**config.mk**
```make
export PLATFORM = sky130hd
export DESIGN_NAME = sync_fifo_param
export DESIGN_NICKNAME = d
export VERILOG_FILES = /design/src/rtl/fifo_pkg.sv /design/src/rtl/fifo_mem_dp.sv /design/src/rtl/sync_fifo_param.sv
export SDC_FILE = /design/constraint.sdc
export NUM_CORES = 1
export LEC_CHECK = 0
export ABC_AREA = 1
export CAP_MARGIN = 30
export CORE_MARGIN = 5
export CORE_UTILIZATION = 60
export DETAILED_ROUTE_END_ITERATION = 12
export GPL_TIMING_DRIVEN = 0
export PLACE_DENSITY = 0.79
export SYNTH_ARGS = -nofsm -noshare
export SYNTH_HDL_FRONTEND = slang
export SYNTH_SLANG_ARGS = --single-unit
```
**constraint.sdc**
```tcl
create_clock -name clk -period 5.5 [get_ports clk]
set_clock_uncertainty 0.1 [all_clocks]
set_input_delay 1.1 -clock clk [delete_from_list [all_inputs] [get_ports clk]]
set_output_delay 1.1 -clock clk [all_outputs]
set_load 0.05 [all_outputs]
```
**src/rtl/fifo_pkg.sv**
```systemverilog
// fifo_pkg: shared width helpers and read-mode constants for the FIFO slice.
package fifo_pkg;
  localparam int FIFO_MODE_STD = 0;
  localparam int FIFO_MODE_FWFT = 1;
  function automatic int clog2(input int v);
    int r = 0;
    while ((1 << r) < v) r++;
    return r;
  endfunction
  function automatic int ptr_w(input int depth);
    return clog2(depth);
  endfunction
  function automatic int cnt_w(input int depth);
    return clog2(depth) + 1;
  endfunction
  function automatic bit is_pow2(input int v);
    return v >= 1 && (v & (v - 1)) == 0;
  endfunction
endpackage

```
**src/rtl/fifo_mem_dp.sv**
```systemverilog
// fifo_mem_dp: DEPTH x DATA_W storage, synchronous write, asynchronous read.
module fifo_mem_dp
  import fifo_pkg::*;
#(
  parameter int DATA_W = 8,
  parameter int DEPTH = 16,
  parameter int ADDR_W = ptr_w(DEPTH)
) (
  input  logic              clk,
  input  logic              we,
  input  logic [ADDR_W-1:0] waddr,
  input  logic [DATA_W-1:0] wdata,
  input  logic [ADDR_W-1:0] raddr,
  output logic [DATA_W-1:0] rdata
);
  logic [DATA_W-1:0] mem [DEPTH];
  always_ff @(posedge clk)
    if (we) mem[waddr] <= wdata;
  assign rdata = mem[raddr];
endmodule

```
**src/rtl/sync_fifo_param.sv**
```systemverilog
// sync_fifo_param: single-clock FIFO with count, status flags, error pulses
// and a choice of registered-read or first-word-fall-through output.
module sync_fifo_param
  import fifo_pkg::*;
#(
  parameter int DATA_W = 8,
  parameter int DEPTH = 16,
  parameter int AFULL_TH = 12,
  parameter int AEMPTY_TH = 4,
  parameter int FWFT = 0
) (
  input  logic                     clk,
  input  logic                     rst,
  input  logic                     wr_en,
  input  logic [DATA_W-1:0]        wr_data,
  input  logic                     rd_en,
  output logic [DATA_W-1:0]        rd_data,
  output logic                     full,
  output logic                     empty,
  output logic                     almost_full,
  output logic                     almost_empty,
  output logic [cnt_w(DEPTH)-1:0]  count,
  output logic                     overflow,
  output logic                     underflow
);
  localparam int ADDR_W = ptr_w(DEPTH);
  localparam int CNT_W = cnt_w(DEPTH);
  if (DATA_W < 1 || DEPTH < 2 || !is_pow2(DEPTH) || AFULL_TH < 1 || AFULL_TH > DEPTH ||
      AEMPTY_TH < 0 || AEMPTY_TH > DEPTH - 1 ||
      (FWFT != FIFO_MODE_STD && FWFT != FIFO_MODE_FWFT)) begin : g_bad_params
    $error("sync_fifo_param: illegal parameter combination");
  end
  logic [ADDR_W-1:0] wr_ptr, rd_ptr;
  logic [DATA_W-1:0] mem_q;
  logic wr_acc, rd_acc;
  assign wr_acc = wr_en & ~full;
  assign rd_acc = rd_en & ~empty;
  assign full = count == CNT_W'(DEPTH);
  assign empty = count == '0;
  assign almost_full = count >= CNT_W'(AFULL_TH);
  assign almost_empty = count <= CNT_W'(AEMPTY_TH);
  always_ff @(posedge clk)
    if (rst) begin
      wr_ptr <= '0;
      rd_ptr <= '0;
      count <= '0;
      overflow <= 1'b0;
      underflow <= 1'b0;
    end else begin
      wr_ptr <= wr_ptr + ADDR_W'(wr_acc);
      rd_ptr <= rd_ptr + ADDR_W'(rd_acc);
      count <= count + CNT_W'(wr_acc) - CNT_W'(rd_acc);
      overflow <= wr_en & full;
      underflow <= rd_en & empty;
    end
  fifo_mem_dp #(.DATA_W(DATA_W), .DEPTH(DEPTH), .ADDR_W(ADDR_W)) u_mem (
    .clk(clk),
    .we(wr_acc & ~rst),
    .waddr(wr_ptr),
    .wdata(wr_data),
    .raddr(rd_ptr),
    .rdata(mem_q)
  );
  if (FWFT == FIFO_MODE_FWFT) begin : g_fwft
    // empty masks the unwritten/stale head entry
    assign rd_data = empty ? '0 : mem_q;
  end else begin : g_std
    logic [DATA_W-1:0] rd_q;
    always_ff @(posedge clk)
      if (rst) rd_q <= '0;
      else if (rd_acc) rd_q <= mem_q;
    assign rd_data = rd_q;
  end
endmodule

```
==> reports/qor.csv <==
stage,metric,value,unit
layout,Antenna diodes,0,
critical_path,WP data required,4.30,ns
critical_path,CP max FO,5,
routing,metal3 WL,1020,µm
logic_synthesis,Netlist cell types,23,
logic_synthesis,predominant post-synthesis flop cell,edfxtp_1,
routing,Initial DRT Pass Iterations,5,
routing,Top Layer Used,met4,
clock_network,clk_lat worst skew,0.53,ns
logic_synthesis,"top cells by area, synth","edfxtp_1 (58%), nand2_1 (12%), nand3_1 (7.3%), dfxtp_1 (7.0%), inv_1 (5.2%)",
placement,Port-buffer cells,30,
timing,Worst Tran Pin Value,0.806,ns
routing,Routed Wire Length,14900,µm
timing,setup violators final,0,
clock_network,CTS max path bufs,2,
timing,Max transition margin,46.1,%
critical_path,Setup crit end kind,output pin,
routing,Via density,5.36,
floorplan,num rows,38,
power_and_ir_drop,Flop pwr share,37.1,%
timing,Final Cycle Share,63.0,%
global_routing,initial antenna violation count,0,
layout,layout filler cell count,779,
power_and_ir_drop,Clock power frac,30.5,%
clock_network,TritonCTS clock tree,done,
global_routing,largest net degree at the start of global routing,17,
global_routing,vias in the first global route,4598,
clock_network,Post-CTS Hold Buffers,0,
clock_network,Post-CTS Setup Inserts,0,
routing,DR WL/cell,17.3,µm
power_and_ir_drop,Cell Pwr Density,474,mW/mm²
timing,Pins Over Slew Limit,0,
outcome,status,finished clean,
critical_path,crit start category,flip-flop,
power_and_ir_drop,Sw Pwr,1.28,mW
clock_network,Num CTS Buffers,17,
timing,Hold Slack,0.451,ns
layout,storage element area,0.00430,mm²
layout,Layout area overhead,15.7,%
global_routing,gr usage total,24.4,%
floorplan,Die Y,115,µm
clock_network,"CTS clk-pin slew, worst paths",0.07,ns
global_routing,global-route wire length before repair,23600,µm
floorplan,I/O Pins,31,
logic_synthesis,ys async rst share,0,%
timing,Max Fclk,289,MHz
timing,Final Hold Violating Endpoints,0,
timing,Period minus WS final,3.46,ns
clock_network,CTS Sinks,151,
floorplan,initial core utilization,61.0,%
clock_network,root buffer cell,clkbuf_8,
routing,DR WL met2,7370,µm
clock_network,post-cts sizing count,0,
routing,DRC viols,0,
timing,Final TNS setup,0,ns
floorplan,Core ar.,0.0108,mm²
logic_synthesis,Post-synth top cells,"nand2_1 (210), edfxtp_1 (128), nand3_1 (97)",
logic_synthesis,largest area contributor in the netlist,edfxtp_1,
routing,initial DRC count,611,
routing,wl on met1,6140,µm
layout,multi-input logic area,0.00177,mm²
logic_synthesis,top-area cell type share of the netlist area,58.1,%
routing,routed vias,4612,
timing,RSZ-0062 raised after global routing,false,
floorplan,DIE WIDTH,115,µm
min_path,worst hold-check path type,reg2reg,
layout,ratio of cells with drive above 1 in the final layout,8.46,%
logic_synthesis,synthesized net count,686,
logic_synthesis,synthesized area,0.00662,mm²
logic_synthesis,post-synthesis register bit count,151,
layout,final core occ,70.6,%
logic_synthesis,Synth Instances,659,
logic_synthesis,synthesized area per cell,10.0,µm²
routing,post-route ant nets,0,
timing,PnR worst setup slack,2.04,ns
floorplan,die footprint,0.0132,mm²
placement,HPWL after DPL,9870,µm
clock_network,number of H-tree levels,4,
job,Max-cap violations,0,
logic_synthesis,Yosys warning count,0,
logic_synthesis,post-synthesis sequential area ratio,65.1,%
logic_synthesis,number of synthesized flops with an enable pin,128,
placement,Place WS,1.89,ns
critical_path,Setup CP Type,reg2out,
power_and_ir_drop,Comb power frac,32.4,%
placement,gpl congestion,0.896,
layout,# nets final,735,
power_and_ir_drop,Leakage,3.25,nW
critical_path,CP arrival,2.26,ns
power_and_ir_drop,Int Pwr,2.35,mW
global_routing,total grt overflow,0,
power_and_ir_drop,switch share,35.2,%
logic_synthesis,"count leader, synth",nand2_1,
power_and_ir_drop,Peak VDD IR,440,µV
power groups by stage:
stage / clock, mW / sequential (mW) / combinational (mW)
global route: 1.17 / 1.36 / 1.30
floorplan: 0 / 1.49 / 0.687
detailed placement: 0 / 1.37 / 1.16
finish: 1.11 / 1.35 / 1.18
global placement: 0 / 1.37 / 1.13
CTS: 1.11 / 1.35 / 1.17
critical path, stage by stage (launching register included):
cell and delay, ns:
dfxtp_1 0.40, inv_1 0.13, ha_1 0.20, a221o_1 0.30, clkdlybuf4s50_1 0.70
cell usage in the layout, fill, tap and decap left out:
cell | Yosys | routed
nand2_1 | 210 | 210
edfxtp_1 | 128 | 128
nand3_1 | 97 | 97
inv_1 | 92 | 92
nor2_1 | 43 | 43
clkdlybuf4s50_1 | 0 | 30
dfxtp_1 | 23 | 23
buf_2 | 17 | 17
clkbuf_16 | 0 | 16
ha_1 | 14 | 14
buf_6 | 8 | 8
a21oi_1 | 6 | 6
clkbuf_1 | 2 | 5
inv_2 | 4 | 4
xnor2_1 | 3 | 3
o21bai_1 | 3 | 3
clkinvlp_4 | 0 | 3
clkinv_2 | 0 | 3
clkbuf_8 | 0 | 2
bufinv_16 | 0 | 2
inv_6 | 0 | 2
nor2_2 | 1 | 1
nand3_2 | 1 | 1
or2_1 | 1 | 1
a221o_1 | 1 | 1
a32o_1 | 1 | 1
clkinv_1 | 1 | 1
nor3b_1 | 1 | 1
or2_2 | 1 | 1
fa_1 | 1 | 1
clkinv_4 | 0 | 1
registers in the layout, summed over array words and instances, names as in the netlist:
register   count
count          5
rd_data        8
wr_ptr         4
rd_ptr         4
overflow       1
underflow      1
u_mem.mem    128
through the flow:
stage	cell area [µm²]	cells	total power, mW
final	7650	861	3.63
after global routing	7650	861	3.83
after CTS	7650	861	3.63
after detailed placement	7090	829	2.53
after global placement	7090	829	2.49
after floorplan	6620	659	2.18
per-layer routing:
layer	global-route usage, %	up-vias
met5	0	-
met4	9.86	0
met3	5.95	28
met2	40.1	189
met1	31.3	2161
li1	-	2234
cells by family (layout without fill, tap and decap cells):
| family | after synthesis | in the layout | share of synthesized area (%) |
|---|---|---|---|
| compound gates | 11 | 11 | 1.10 |
| fa+ha+maj | 15 | 15 | 2.95 |
| flops | 151 | 151 | 65.1 |
| simple gates | 355 | 355 | 22.2 |
| buf+inv | 124 | 186 | 8.26 |
| xor+xnor | 3 | 3 | 0.397 |
area by class of cell:
type / count / area share [%]
buffer: 27 / 2.39
timing repair buffer: 30 / 3.92
tap: 140 / 2.29
clock buffer: 21 / 5.74
multi-input combinational: 384 / 23.1
clock inverter: 11 / 1.62
inverter: 97 / 4.76
sequential: 151 / 56.2
final timing paths:
path              from          end  slack [ns]  cells past startpoint
max           count[4]  almost_full        2.04                      4
min reg2reg  wr_ptr[3]    wr_ptr[3]        0.45                      2
max reg2reg   count[2]     count[4]        2.58                     14
min          wr_ptr[3]    wr_ptr[3]        0.45                      2
Note: power is estimated with default switching activity, not from simulation.
